--- config.mk ---
export PLATFORM = sky130hd
export DESIGN_NAME = adder4_accum
export DESIGN_NICKNAME = d
export VERILOG_FILES = /design/src/rtl/adder4_accum.sv
export SDC_FILE = /design/constraint.sdc
export NUM_CORES = 1
export LEC_CHECK = 0
export ABC_AREA = 1
export BUFFER_PORTS_ARGS = -buffer_cell sky130_fd_sc_hd__buf_2
export CELL_PAD_IN_SITES_DETAIL_PLACEMENT = 2
export CELL_PAD_IN_SITES_GLOBAL_PLACEMENT = 2
export CORE_MARGIN = 8
export CORE_UTILIZATION = 29
export CTS_BUF_LIST = sky130_fd_sc_hd__clkbuf_8 sky130_fd_sc_hd__clkbuf_16
export CTS_CLUSTER_DIAMETER = 80
export DETAILED_ROUTE_END_ITERATION = 10
export PLACE_DENSITY_LB_ADDON = 0.1
export RECOVER_POWER = 100
export SYNTH_ARGS = -nofsm -noshare
export SYNTH_HDL_FRONTEND = slang
export SYNTH_SLANG_ARGS = --single-unit
--- constraint.sdc ---
create_clock -name clk1 -period 1.84 [get_ports clk1]
set_input_delay 0.368 -clock clk1 [delete_from_list [all_inputs] [get_ports clk1]]
set_output_delay 0.368 -clock clk1 [all_outputs]
set_load 0.05 [all_outputs]
--- src/rtl/adder4_accum.sv ---
// Frames N_SAMPLES results {in_c,in_sum} from a 4-bit adder into an ACC_W-bit total with overflow flag.
// Build option: define ADDER4_ACCUM_SAT_EN to clamp at 2^ACC_W-1 instead of wrapping.
module adder4_accum #(
  parameter int unsigned N_SAMPLES = 4,
  parameter int unsigned ACC_W     = 8
) (
  input  logic             clk1,
  input  logic             rst,
  input  logic             in_valid,
  output logic             in_ready,
  input  logic [3:0]       in_sum,
  input  logic             in_c,
  output logic             out_valid,
  input  logic             out_ready,
  output logic [ACC_W-1:0] out_total,
  output logic             out_ovf,
  output logic             busy
);

  typedef enum logic [1:0] {IDLE, ACCUM, HOLD} state_t;

  localparam logic [7:0]       N_LAST  = 8'(N_SAMPLES);
  localparam logic [ACC_W-1:0] ACC_MAX = '1;

  state_t           state, state_nxt;
  logic [ACC_W-1:0] acc, acc_nxt;
  logic [7:0]       cnt, cnt_nxt;
  logic [7:0]       cnt_inc;
  logic             ovf, ovf_nxt;
  logic [ACC_W-1:0] operand;
  logic [ACC_W:0]   add_full;
  logic [ACC_W-1:0] add_res;
  logic             carry;

  assign operand  = ACC_W'({in_c, in_sum});
  assign add_full = {1'b0, acc} + {1'b0, operand};
  assign carry    = add_full[ACC_W];
  assign cnt_inc  = cnt + 8'd1;

`ifdef ADDER4_ACCUM_SAT_EN
  // Once clamped, any nonzero operand carries again, so acc stays pinned at max.
  assign add_res = carry ? ACC_MAX : add_full[ACC_W-1:0];
`else
  assign add_res = add_full[ACC_W-1:0];
`endif

  always_comb begin
    state_nxt = state;
    acc_nxt   = acc;
    cnt_nxt   = cnt;
    ovf_nxt   = ovf;
    case (state)
      IDLE: begin
        if (in_valid) begin
          acc_nxt   = operand;
          cnt_nxt   = 8'd1;
          ovf_nxt   = 1'b0;
          state_nxt = (N_LAST == 8'd1) ? HOLD : ACCUM;
        end
      end
      ACCUM: begin
        if (in_valid) begin
          acc_nxt = add_res;
          cnt_nxt = cnt_inc;
          ovf_nxt = ovf | carry;
          if (cnt_inc == N_LAST) state_nxt = HOLD;
        end
      end
      HOLD: begin
        if (out_ready) state_nxt = IDLE;
      end
      default: state_nxt = IDLE;
    endcase
  end

  always_ff @(posedge clk1) begin
    if (rst) begin
      state <= IDLE;
      acc   <= '0;
      cnt   <= '0;
      ovf   <= 1'b0;
    end else begin
      state <= state_nxt;
      acc   <= acc_nxt;
      cnt   <= cnt_nxt;
      ovf   <= ovf_nxt;
    end
  end

  assign in_ready  = (state != HOLD);
  assign out_valid = (state == HOLD);
  assign out_total = acc;
  assign out_ovf   = (state == HOLD) && ovf;
  assign busy      = (state == ACCUM);

endmodule

==> impl_metrics.yaml <==
timing:
  fmax_mhz: 587
  setup_viol: 0
  tightest_slew_ns: 0.614
  hold_viol_final: 0
  skew_ns: 0.00216
  slew_headroom_pct: 59.3
  fin_crit_sh_pct: 92.5
  setup_tns_ns: 0
  rsz0062_at_grt: "false"
  period_needed_ns: 1.70
  drv_slew: 0
  setup_ws_ns: 0.138
clock_tree:
  cts.sinks: 19
  cts_hold_buffers: 0
  h-tree-depth: 1
  postCtsSetupBuffers: 0
  cts_tree: "done"
  cts_buffers: 3
  root_buffer: "clkbuf_8"
  clk_path_buf_depth: 2
  insertion_delay_ns: 0.25
  path_clk_slew_ns: 0.08
run_status:
  status: "completed"
routing:
  drt-pass1-iter-count: 3
  finalWirelength_mm: 3.65
  drc: 0
  viasPerCell: 4.87
  drt-initial-drc-count: 25
  detail_route.wl_per_cell_um: 14.4
  vias: 1236
  ant_nets: 0
worst_setup_path:
  worstPathCellList: "inv_1, nor2_1, buf_2"
  cp_max_fo: 6
  cp_slowest_cell: "dfxtp_1"
  path_class: "reg2out"
  required_ns: 1.47
  slowest_delay_ns: 0.46
  arrival_ns: 1.33
  crit_path_end_kind: "primary output"
  cp-start-kind: "flop"
  rrSetupSlack_ns: 0.18
cells_and_area:
  post-route-util_pct: 35.7
  drive_gt1_share_pct: 14.7
  nets: 222
  insertedDiodeCount: 0
  syn_to_final_growth_pct: 20.6
  instances_no_fill: 254
global_routing:
  overflow: 0
  grt_pass1_vias: 1351
  grt_max_degree: 16
  grt_pass1_wl_mm: 6.13
  antenna_found_initial: 0
  gr-usage-all-layers_pct: 12.0
yosys:
  yosysSeqAreaShare_pct: 32.6
  synth_area_leaders: "dfxtp_1 33%, nand2_1 16%, a21oi_1 8.6%, ha_1 7.5%, inv_1 7.4%"
  netlist_instances: 178
  synthesis.nets: 195
  ys_ff_latch: 19
  syn_avg_cell_area_um2: 6.56
  yosysWarnings: 0
  synth_area_leader_cell: "dfxtp_1"
  synth_area_mm2: 0.00117
  synth_top_area_share_pct: 32.6
  synth_cell_type_count: 22
power_and_ir_drop:
  p_leak_uw: 0.000604
  power.density_mw_per_mm2: 666
  ir_drop_uv: 249
floorplanning:
  num_rows: 23
  start_util_pct: 29.6
  io_pins: 21
  die-area_mm2: 0.00631
  die_height_um: 79.4
  coreArea_mm2: 0.00394
  die_w_um: 79.4
placement:
  dpl_worst_slack_ns: -0.141
  hpwl_mm: 3.01
  globalplace.congestion: 0.789
  dpl.cell_count: 250
  place.port_buffers: 20
flow_run:
  cap_viol_max_count: 0
hold_path:
  hold_class: "in2reg"
-- state kept, by name (all words and copies together), names as in the netlist --
register   cells
out_total      8
state          2
ovf            1
cnt            8
-- synth_stat cells --
cell / instances
a21boi_0: 1
fa_1: 1
ha_1: 7
inv_1: 23
o211ai_1: 1
a21oi_1: 20
o21ai_0: 7
nor2_1: 16
xor2_1: 2
nand2_1: 49
nand3_1: 16
mux2i_1: 1
xnor2_1: 2
o21ai_1: 1
or2_1: 1
nor2_2: 3
inv_2: 2
dfxtp_1: 19
buf_2: 1
clkbuf_1: 1
nand4_1: 3
a21o_2: 1
-- worst paths after layout --
path	from	endpoint	cells after the start
setup / recovery	state[0]	busy	3
hold reg to reg	cnt[7]	cnt[7]	2
setup reg to reg	out_total[0]	out_total[6]	8
hold / removal	out_ready	state[1]	3
-- routing by layer --
layer,global-route usage [%],share of wire (%),up-vias
met4,3.33,0.52,0
li1,-,-,623
met5,0,0,-
met2,23.2,55,7
met3,1.13,1.1,2
met1,13.2,43,604
-- area by class of cell --
| class | count | area (um2) |
|---|---|---|
| clock inverters | 1 | 5.00 |
| multi-input cells | 132 | 699 |
| repair buffers | 24 | 120 |
| inverters | 25 | 93.8 |
| fillers | 499 | 2530 |
| well taps | 50 | 62.6 |
| clock buffers | 3 | 41.3 |
| flip-flops and latches | 19 | 385 |
-- per-stage QoR --
stage	instance area, um2	total power, uW	hold slack [ns]
floorplan	1180	583	0.437
global placement	1360	644	0.469
detailed placement	1360	655	0.480
CTS	1410	961	0.393
global route	1410	995	0.403
finish	1410	937	0.400
-- what timing repair did --
| item | 4_1_cts | 5_1_grt |
|---|---|---|
| pin swaps | 0 | 2 |
| endpoints found under the setup margin | 1 | 3 |
| gates resized for setup | 1 | 3 |
-- power by group --
group | internal, uW | switching (uW)
logic | 64.2 | 136
registers | 425 | 16.6
clock network | 150 | 145
-- worst max-delay path: cells and delay by family (launching register included) --
kind / cells / cell delay (ns)
buf+inv: 2 / 0.41
flops: 1 / 0.46
simple gates: 1 / 0.20
-- kinds of logic after synthesis --
kind of cell	after synthesis	share of synthesized area, %
AOI/OAI and AO/OA	31	14.0
xor gates and xnor gates	4	3.00
adders and majority gates	8	9.22
buffers and inverters	27	8.79
DFF	19	32.6
muxes	1	0.857
and+or+nand+nor	88	31.5
-- layout by cell type (no fill, tap or decap) --
cell type	netlist	layout
a21boi_1	0	1
a21o_2	1	1
a21oi_1	20	19
a21oi_2	0	1
buf_2	1	9
buf_4	0	4
clkbuf_1	1	8
clkbuf_2	0	3
clkbuf_8	0	3
clkinv_2	0	1
dfxtp_1	19	17
dfxtp_2	0	1
dfxtp_4	0	1
fa_2	0	1
ha_1	7	7
inv_1	23	24
inv_2	2	1
mux2i_1	1	1
nand2_1	49	49
nand3_1	16	16
nand4_1	3	3
nor2_1	16	16
nor2_2	3	2
nor2_4	0	1
o211ai_1	1	1
o21ai_0	7	7
o21ai_2	0	1
or2_1	1	1
xnor2_1	2	2
xor2_1	2	2
Note: power is estimated with default switching activity, not from simulation.
